[config.mk]
export PLATFORM = sky130hd
export DESIGN_NAME = fetch_stage
export DESIGN_NICKNAME = d
export VERILOG_FILES = /design/src/rtl/cpu_pkg.sv /design/src/rtl/fetch_stage.sv
export SDC_FILE = /design/constraint.sdc
export NUM_CORES = 1
export LEC_CHECK = 0
export ABC_AREA = 1
export BUFFER_PORTS_ARGS = -buffer_cell sky130_fd_sc_hd__buf_4
export CAP_MARGIN = 30
export CORE_UTILIZATION = 58
export CTS_CLUSTER_SIZE = 8
export DETAILED_ROUTE_END_ITERATION = 8
export PLACE_DENSITY = 0.9
export SYNTH_ARGS = -nofsm -noshare
export SYNTH_HDL_FRONTEND = slang
export SYNTH_SLANG_ARGS = --single-unit
[constraint.sdc]
create_clock -name clk -period 2.63 [get_ports clk]
set_clock_uncertainty 0.05 [all_clocks]
set_input_delay 0.3945 -clock clk [delete_from_list [all_inputs] [get_ports clk]]
set_output_delay 0.3945 -clock clk [all_outputs]
set_load 0.02 [all_outputs]
[src/rtl/cpu_pkg.sv]
// Shared CPU constants: opcodes, NOP encoding, fetch state encoding and the
// two-word opcode classifier used by fetch, control and hazard logic.
package cpu_pkg;

    localparam logic [4:0]  OP_LDM   = 5'b00111;
    localparam logic [4:0]  OP_LDD   = 5'b01110;
    localparam logic [4:0]  OP_STD   = 5'b01111;
    localparam logic [4:0]  OP_NOP   = 5'b11111;

    localparam logic [15:0] NOP_WORD = 16'hF800;

    localparam logic [1:0]  ST_BOOT  = 2'd0;
    localparam logic [1:0]  ST_FETCH = 2'd1;
    localparam logic [1:0]  ST_IMM   = 2'd2;

    // Opcodes whose second memory word is an immediate operand.
    function automatic logic is_two_word(input logic [4:0] op);
        return (op == OP_LDM) || (op == OP_LDD) || (op == OP_STD);
    endfunction

endpackage

[src/rtl/fetch_stage.sv]
// Instruction fetch + IF/ID register: single-word instructions reach decode one cycle
// after being addressed, two-word ones after two; stall freezes PC, FSM and IF/ID.
module fetch_stage
    import cpu_pkg::*;
#(
    parameter int PC_W      = 32,
    parameter int IMEM_AW   = 20,
    parameter int RESET_VEC = 0
) (
    input  logic                clk,
    input  logic                rst_n,
    output logic [IMEM_AW-1:0]  imem_addr,
    input  logic [15:0]         imem_rdata,
    input  logic                stall,
    input  logic                flush,
    input  logic                redirect,
    input  logic [PC_W-1:0]     redirect_pc,
    output logic [15:0]         ifid_instr,
    output logic [15:0]         ifid_imm,
    output logic [PC_W-1:0]     ifid_pc_next,
    output logic                ifid_valid
);

    logic [PC_W-1:0]    r_pc;
    logic [1:0]         r_state;
    logic [15:0]        r_instr;
    logic [15:0]        r_imm;
    logic [PC_W-1:0]    r_pc_next;
    logic               r_valid;

    logic [PC_W-1:0]    w_pc_inc;
    logic [PC_W-1:0]    w_boot_pc;
    logic               w_two_word;
    logic               w_booting;

    assign w_pc_inc   = r_pc + PC_W'(1);
    assign w_boot_pc  = PC_W'(imem_rdata);
    assign w_two_word = is_two_word(imem_rdata[15:11]);
    assign w_booting  = (r_state == ST_BOOT);

    // The boot cycle reads the vector word; afterwards the PC drives the address.
    assign imem_addr = w_booting ? IMEM_AW'(RESET_VEC) : r_pc[IMEM_AW-1:0];

    // PC and fetch FSM.
    always_ff @(posedge clk or negedge rst_n) begin
        if (!rst_n) begin
            r_pc    <= '0;
            r_state <= ST_BOOT;
        end else if (w_booting) begin
            r_pc    <= w_boot_pc;
            r_state <= ST_FETCH;
        end else if (redirect) begin
            r_pc    <= redirect_pc;
            r_state <= ST_FETCH;
        end else if (flush) begin
            // A half-gathered two-word instruction is dropped; the FSM restarts.
            if (!stall) begin
                r_pc <= w_pc_inc;
            end
            r_state <= ST_FETCH;
        end else if (!stall) begin
            r_pc    <= w_pc_inc;
            r_state <= ((r_state == ST_FETCH) && w_two_word) ? ST_IMM : ST_FETCH;
        end
    end

    // IF/ID pipeline register; bubbles keep imm and pc_next from the last instruction.
    always_ff @(posedge clk or negedge rst_n) begin
        if (!rst_n) begin
            r_instr   <= NOP_WORD;
            r_imm     <= '0;
            r_pc_next <= '0;
            r_valid   <= 1'b0;
        end else if (!w_booting) begin
            if (redirect || flush) begin
                r_instr <= NOP_WORD;
                r_valid <= 1'b0;
            end else if (!stall) begin
                case (r_state)
                    ST_FETCH: begin
                        r_instr   <= imem_rdata;
                        r_pc_next <= w_pc_inc;
                        r_valid   <= !w_two_word;
                    end
                    ST_IMM: begin
                        r_imm     <= imem_rdata;
                        r_pc_next <= w_pc_inc;
                        r_valid   <= 1'b1;
                    end
                    default: begin
                        r_instr <= NOP_WORD;
                        r_valid <= 1'b0;
                    end
                endcase
            end
        end
    end

    assign ifid_instr   = r_instr;
    assign ifid_imm     = r_imm;
    assign ifid_pc_next = r_pc_next;
    assign ifid_valid   = r_valid;

endmodule
After elaboration in Yosys (flattened, before gate mapping)
Index checks and enable logic that the tools add are counted.
Word-level totals
  bits in registers: 99
  word-level logic and storage cells: 45
Cells by class
  bitwise gates (word level): 3
  $add $sub $neg: 1
  equality and inequality tests: 9
  mux-type cells: 15
  reductions and logical operators: 11
Operator list (number)
  32-bit 2-to-1 mux: 3
  32-bit by 1-bit adder with 32-bit output, second input constant: 1
  16-bit 2-to-1 mux: 2
  16-bit case mux with 2 select lines: 1
  20-bit 2-to-1 mux: 1
  5-bit by 4-bit equality test with 1-bit output, second input constant: 2
  2-bit 2-to-1 mux: 5
  4-bit AND reduction: 2
  5-bit by 3-bit equality test with 1-bit output, second input constant: 1
  4-bit by 1-bit inequality test with 1-bit output, second input constant: 1
  1-bit logical OR: 3
  3-bit by 1-bit inequality test with 1-bit output, second input constant: 1
  1-bit inverter: 3
  3-bit AND reduction: 1
  2-bit by 1-bit equality test with 1-bit output, second input constant: 1
  2-bit equality test, second input constant: 1
  2-bit logical NOT: 1
  1-bit 2-to-1 mux: 2
  2-bit by 1-bit inequality test with 1-bit output, second input constant: 1
  2-bit inequality test, second input constant: 1
  1-bit case mux with 2 select lines: 1
  2-bit AND reduction: 1
  2-bit OR reduction: 1
  1-bit logical AND: 1
  1-bit logical NOT: 1

Logic depth before layout (Yosys ltp)
Gate-level depths: netlist of the first run.
  depth in word-level cells: 9
  mapped depth: 10

Least setup slack after synthesis of the first run
Ideal clock, no wire load.
  path kind: register to output
  start point: register r_state[0]
  end point: output port imem_addr[0]
  arrival: 1466 ps
  path slack: 719 ps
  cell stages (with the launch flop): 7
  required time: 2186 ps
  path buffers: 3
  path through: dfrtp_1 -> inv_1 -> ha_1 -> buf_2 -> clkbuf_1 -> clkbuf_1 -> nor2_1
Between the ends
  word-level cells in the longest chain between the ends: 2
RTL lines
  start: declaration: line fetch_stage.sv:25  | logic [1:0] r_state;
  start signal: assignment: line fetch_stage.sv:63  | r_state <= ((r_state == ST_FETCH) && w_two_word) ? ST_IMM : ST_FETCH;
  2-bit logical NOT: line fetch_stage.sv:39  | assign w_booting = (r_state == ST_BOOT);
  20-bit 2-to-1 mux: line fetch_stage.sv:42  | assign imem_addr = w_booting ? IMEM_AW'(RESET_VEC) : r_pc[IMEM_AW-1:0];
  end: declaration: line fetch_stage.sv:12  | output logic [IMEM_AW-1:0] imem_addr,
Every way passes these cells.

Worst setup path in the final report of the first run
  start point: register r_state[0]
  end point: output port imem_addr[16]
The elaborated chain is that of the path after synthesis.

==> results of run 1 <==
## power by group through the flow
stage          combinational, mW  sequential [mW]  clock, mW
4_1_cts                     1.52             1.98       1.09
6_report                    1.52             1.99       1.07
5_1_grt                     1.65             2.02       1.14
3_3_place_gp                1.47             2.00          0
2_1_floorplan              0.706             2.16          0
3_5_place_dp                1.51             2.01          0
## layer usage
layer / up-vias / GRT usage [%]
met2: 257 / 56.9
li1: 2666 / -
met3: 35 / 6.41
met5: - / 0
met1: 2566 / 41.6
met4: 0 / 13.1
## repair_timing
item	CTS	global route
endpoints found under the hold margin	17	0
endpoints found under the setup margin	0	0
hold buffers	1	0
## path summary, 6_finish.rpt
kind,from,to,slack [ns]
min reg2reg,ifid_pc_next[29],ifid_pc_next[29],0.45
max,r_state[0],imem_addr[16],0.26
min in group asynchronous,rst_n,ifid_pc_next[25],0.51
min,imem_rdata[5],ifid_instr[5],0.21
max reg2reg,r_state[0],ifid_instr[13],0.52
max in group asynchronous,rst_n,ifid_instr[11],1.26
## through the flow
stage	hold WS, ns	worst slack, ns
floorplan	0.0489	0.719
global placement	0.392	0.666
detailed placement	0.411	0.584
CTS	0.206	0.257
global route	0.216	0.155
finish	0.209	0.256
## cell families after synthesis
group | Yosys count | synth area share (%)
AND/OR/NAND/NOR | 439 | 34.0
buffers and inverters | 110 | 8.02
AO/OA/AOI/OAI | 100 | 10.5
flip-flops | 99 | 44.7
XOR/XNOR | 6 | 0.946
multiplexers | 5 | 1.01
adder cells (fa/ha/maj) | 4 | 0.901
## worst register-to-register path: stages, from the launching register on
cell and delay, ns:
dfrtp_1 0.36, inv_1 0.07, ha_1 0.34, inv_1 0.40
nand2_1 0.15, a21oi_2 0.12, buf_4 0.30, nand3_1 0.14
o21a_1 0.13
## cell usage in the layout (no fill, tap or decap), types with 11 or more instances in the layout
cell type / n
a21oi_1: 13
buf_4: 146
dfrtp_1: 94
inv_1: 77
nand2_1: 202
nand2_2: 11
nand3_1: 72
nor2_1: 127
o21a_1: 23
o21ai_0: 47
## synthesized netlist by cell type, drive strengths merged
master | count | area share (%)
o31ai | 2 | 0.27
o211ai | 2 | 0.27
clkbuf | 12 | 0.81
clkinv | 1 | 0.067
ha | 4 | 0.90
and2 | 1 | 0.11
dfstp | 5 | 2.4
o21ai | 55 | 5.0
inv | 79 | 5.3
buf | 18 | 1.8
nor2 | 142 | 11
nand4 | 3 | 0.34
mux2 | 5 | 1.0
a31oi | 3 | 0.34
nand3 | 74 | 6.8
xor2 | 6 | 0.95
nand3b | 5 | 0.68
dfrtp | 94 | 42
nand2 | 214 | 15
a22oi | 1 | 0.14
a21oi | 14 | 1.3
o21a | 23 | 3.1
## flip-flops by register name, indices dropped and copies added (netlist names)
signal	cells
ifid_imm	16
ifid_instr	16
r_state	2
ifid_pc_next	32
ifid_valid	1
r_pc	32
## final cells by class
| class | instances | area, um2 | area share, % |
|---|---|---|---|
| Clock buffer | 9 | 124 | 1.79 |
| Clock inverter | 7 | 92.6 | 1.34 |
| Inverter | 80 | 300 | 4.34 |
| Multi-Input combinational cell | 554 | 2630 | 38.0 |
| Sequential cell | 99 | 2480 | 35.9 |
| Tap cell | 129 | 161 | 2.33 |
| Timing Repair Buffer | 148 | 1130 | 16.3 |
==> flow_summary.json, run 1 <==
{
  "dieWidth_um": 99.9,
  "yosysWarningCount": 0,
  "cts_setup_buffers": 0,
  "p_int_mw": 2.84,
  "p_leak_nw": 3.50,
  "wl_met1_um": 6480,
  "port_buffers": 137,
  "irDropWorstVdd_mv": 0.374,
  "wl_met3_um": 1160,
  "hold_viol_final": 0,
  "vias": 5524,
  "finalSetupViolations": 0,
  "reg2reg_depth": 8,
  "synthToLayoutAreaGrowth_pct": 24.5,
  "ctsResizeCount": 0,
  "clock_path_buffers": 2,
  "dp_hpwl_um": 11900,
  "crit_family": "buffers and inverters",
  "ant_nets": 0,
  "synth_area_um2": 5560,
  "final_net_count": 949,
  "finalPower_mw": 4.58,
  "dpl.cell_count": 1009,
  "num_io_pins": 138,
  "drt_iter0_markers": 388,
  "comb_power_share_pct": 33.1,
  "clock_latency_ns": 0.38,
  "grt_max_degree": 49,
  "report.final.slew_viol_count": 0,
  "max_stage_delay_ns": 0.41,
  "cp_common_cell": "buf_4",
  "grt_overflow": 0,
  "crit_required_ns": 2.19,
  "hp-class": "in2reg",
  "post-route-util_pct": 74.8,
  "p_sw_mw": 1.74,
  "first_pass_iters": 5,
  "viasPerCell": 5.38,
  "antenna_cells": 0,
  "grt_pass1_vias": 5393,
  "fin_crit_ns": 2.37,
  "tns_ns": 0,
  "wire_per_inst_um": 15.5,
  "fin_cells": 1026,
  "worst-path-buf-inv": 3,
  "crit_chain": "inv_1, ha_1, buf_4, nor2_1, buf_4",
  "p_seq_share_pct": 43.4,
  "max-cap-violations": 0,
  "hold_path_depth": 3,
  "fin_area_um2": 6920,
  "status": "completed",
  "ys_seq_area_share_pct": 44.7,
  "grt_antenna_before_repair": 0,
  "crit_slowest_cell": "ha_1",
  "wl_met2_um": 7800,
  "syn_avg_cell_area_um2": 7.28,
  "routed_wl_um": 15900,
  "crit_fanout": 23,
  "synth-seq-cells": 99,
  "syn_inst": 763,
  "path_depth": 5,
  "powerDensity_nw_per_um2": 662,
  "numCtsBuffers": 9,
  "rsz0062_at_grt": "no",
  "cp.arrival_ns": 1.93,
  "htreeDepth": 3,
  "die_h_um": 99.9,
  "highest_layer": "met4",
  "syn_nets": 820,
  "end_kind": "output pin",
  "fp.dieArea_um2": 9980,
  "start_util_pct": 60.1,
  "netlist-cell-type-count": 33,
  "swShare_pct": 38.0,
  "placementRows": 35,
  "remaining_drc_errors": 0,
  "cts_tree": "built",
  "fill_cells": 694,
  "grt.total_usage_pct": 33.2,
  "core-area_um2": 9240,
  "clk_pin_slew_ns": 0.11,
  "cts_root_buffer": "clkbuf_8",
  "start_kind": "register",
  "criticalPathCategory": "reg2out",
  "grt_pass1_wl_um": 25700,
  "pwr-share-clk_pct": 23.5,
  "worst_pin_slew_ns": 0.630,
  "relSlewSlack_pct": 58.0,
  "drive_gt1_share_pct": 23.0,
  "place.gp.congestion": 0.956,
  "max_freq_mhz": 421,
  "place_area_um2": 6690,
  "cts_sinks": 99,
  "period_share_pct": 90.3
}
No activity file was read; power rests on OpenSTA's default activity.
==> run 2, diff against run 1 <==
--- a/config.mk
+++ b/config.mk
@@ -11,6 +11,7 @@
 export CORE_UTILIZATION = 58
 export CTS_CLUSTER_SIZE = 8
 export DETAILED_ROUTE_END_ITERATION = 8
+export GPL_TIMING_DRIVEN = 0
 export PLACE_DENSITY = 0.9
 export SYNTH_ARGS = -nofsm -noshare
 export SYNTH_HDL_FRONTEND = slang
==> run 2 against run 1 <==
Against the previous run:
- combinational power about the same
- die area did not move
- via count up 2.5%
- non-clock buffer count rose by 20
- clock power decreased by 7%
- design area increased by 0.87%
- core utilization rose by 0.65 points
- critical path depth increased by 1
- critical path type unchanged
- largest cell class unchanged
==> flow_summary.json, run 2 (synthesis gave the netlist of run 1 again) <==
{
  "status": "completed",
  "holdWs_ns": 0.206,
  "period_share_pct": 91.0,
  "viasPerCell": 5.41,
  "drt_iter0_markers": 361,
  "grt_overflow": 0,
  "drive_gt1_share_pct": 23.4,
  "cp.arrival_ns": 1.95,
  "pre_cts_ws_ns": 0.190,
  "grt_antenna_before_repair": 0,
  "cts_root_buffer": "clkbuf_8",
  "report.final.slew_viol_count": 0,
  "crit_fanout": 18,
  "layout_commonest_cell": "nand2_1",
  "worst-path-buf-inv": 4,
  "relSlewSlack_pct": 59.9,
  "grt_pass1_wl_um": 26700,
  "finalWorstSetupSlack_ns": 0.236,
  "final_net_count": 969,
  "criticalPathCategory": "reg2out",
  "clk_pin_slew_ns": 0.11,
  "vias": 5660,
  "crit_family": "buffers and inverters",
  "fill_cells": 745,
  "irDropWorstVdd_mv": 0.347,
  "max_freq_mhz": 418,
  "ant_nets": 0,
  "powerDensity_nw_per_um2": 646,
  "core-area_um2": 9240,
  "grt.total_usage_pct": 34.8,
  "p_leak_nw": 3.55,
  "htreeDepth": 3,
  "finalSetupViolations": 0,
  "fin_crit_ns": 2.39,
  "grt_max_degree": 70,
  "fp.dieArea_um2": 9980,
  "place.gp.congestion": 0.942,
  "hold_viol_final": 0,
  "clock_latency_ns": 0.39,
  "dp_hpwl_um": 12400,
  "start_kind": "register",
  "final_cell_mix": "202 x nand2_1, 142 x buf_4, 127 x nor2_1",
  "start_util_pct": 60.1,
  "numCtsBuffers": 9,
  "cts_sinks": 99,
  "routed_wl_um": 16300,
  "hp-class": "in2reg",
  "tns_ns": 0,
  "end_kind": "output pin",
  "synthToLayoutAreaGrowth_pct": 25.5,
  "die_h_um": 99.9,
  "antenna_cells": 0,
  "crit_chain": "inv_1, ha_1, buf_2, clkbuf_2, nor2_1, buf_4",
  "placementRows": 35,
  "max-cap-violations": 0,
  "crit_slowest_cell": "dfrtp_1",
  "finalPower_mw": 4.50,
  "rsz0062_at_grt": "no",
  "clock_path_buffers": 2,
  "max_stage_delay_ns": 0.40,
  "dieWidth_um": 99.9,
  "crit_required_ns": 2.19,
  "grt_pass1_vias": 5585,
  "worst_pin_slew_ns": 0.602,
  "num_io_pins": 138,
  "first_pass_iters": 6,
  "port_buffers": 137,
  "remaining_drc_errors": 0,
  "cts_tree": "built",
  "wire_per_inst_um": 15.6
}
[run 2: cell count changes in the layout (fill, tap and decap cells not counted), sizes merged]
cell | previous run | this run
clkbuf | 9 | 21
buf | 147 | 156
bufinv | 1 | 0
clkinv | 3 | 2
clkinvlp | 0 | 1
[run 2: power by group]
part           internal, mW  leakage, nW  switching (mW)
sequential             1.77         1.21           0.204
clock                 0.392       0.0986           0.599
combinational         0.610         2.24           0.928
total                  2.77         3.55            1.73
[run 2: what timing repair did]
item                                    4_1_cts  5_1_grt
hold endpoints to repair                     30        0
gates resized for setup                       2        0
buffers inserted                              0        0
hold buffers                                  1        0
endpoints found under the setup margin       20        0
[run 2: area by class of cell]
cell class	instances	area, um2	share of cell area (%)
multi-input cells	554	2630	37.7
repair buffers	139	1070	15.3
well taps	129	161	2.31
clock inverters	6	55.1	0.789
clock buffers	10	138	1.97
inverters	80	300	4.30
plain buffers	29	144	2.06
flip-flops and latches	99	2480	35.6
[run 2: worst paths after layout]
path | from | to | slack [ns] | cells past startpoint
max in group asynchronous | rst_n | ifid_instr[14] | 1.37 | 3
max | r_state[0] | imem_addr[15] | 0.24 | 6
min | imem_rdata[7] | ifid_instr[7] | 0.21 | 3
max reg2reg | r_state[0] | r_pc[0] | 0.57 | 7
min reg2reg | ifid_pc_next[31] | ifid_pc_next[31] | 0.44 | 2
min in group asynchronous | rst_n | ifid_pc_next[27] | 0.44 | 2
[run 2: layer usage]
metal / wire length [um] / GRT usage, %
met5: 0 / 0
met2: 7890 / 59.0
met4: 793 / 19.0
met1: 6270 / 41.3
met3: 1350 / 7.87
[run 2: stage by stage]
step | utilization (%) | instance area (um2) | std cells
after floorplan | - | 5560 | 763
after global placement | 73.0 | 6750 | 1029
after detailed placement | 73.3 | 6770 | 1030
after CTS | 75.5 | 6980 | 1046
after global routing | 75.5 | 6980 | 1046
final | 75.5 | 6980 | 1046
[run 2: worst register-to-register path, stage by stage, from the launching register on]
cell	delay (ns)
dfrtp_1	0.40
inv_1	0.09
ha_1	0.14
buf_2	0.30
nor2_1	0.13
nand2_2	0.16
buf_1	0.48
o21ai_0	0.16
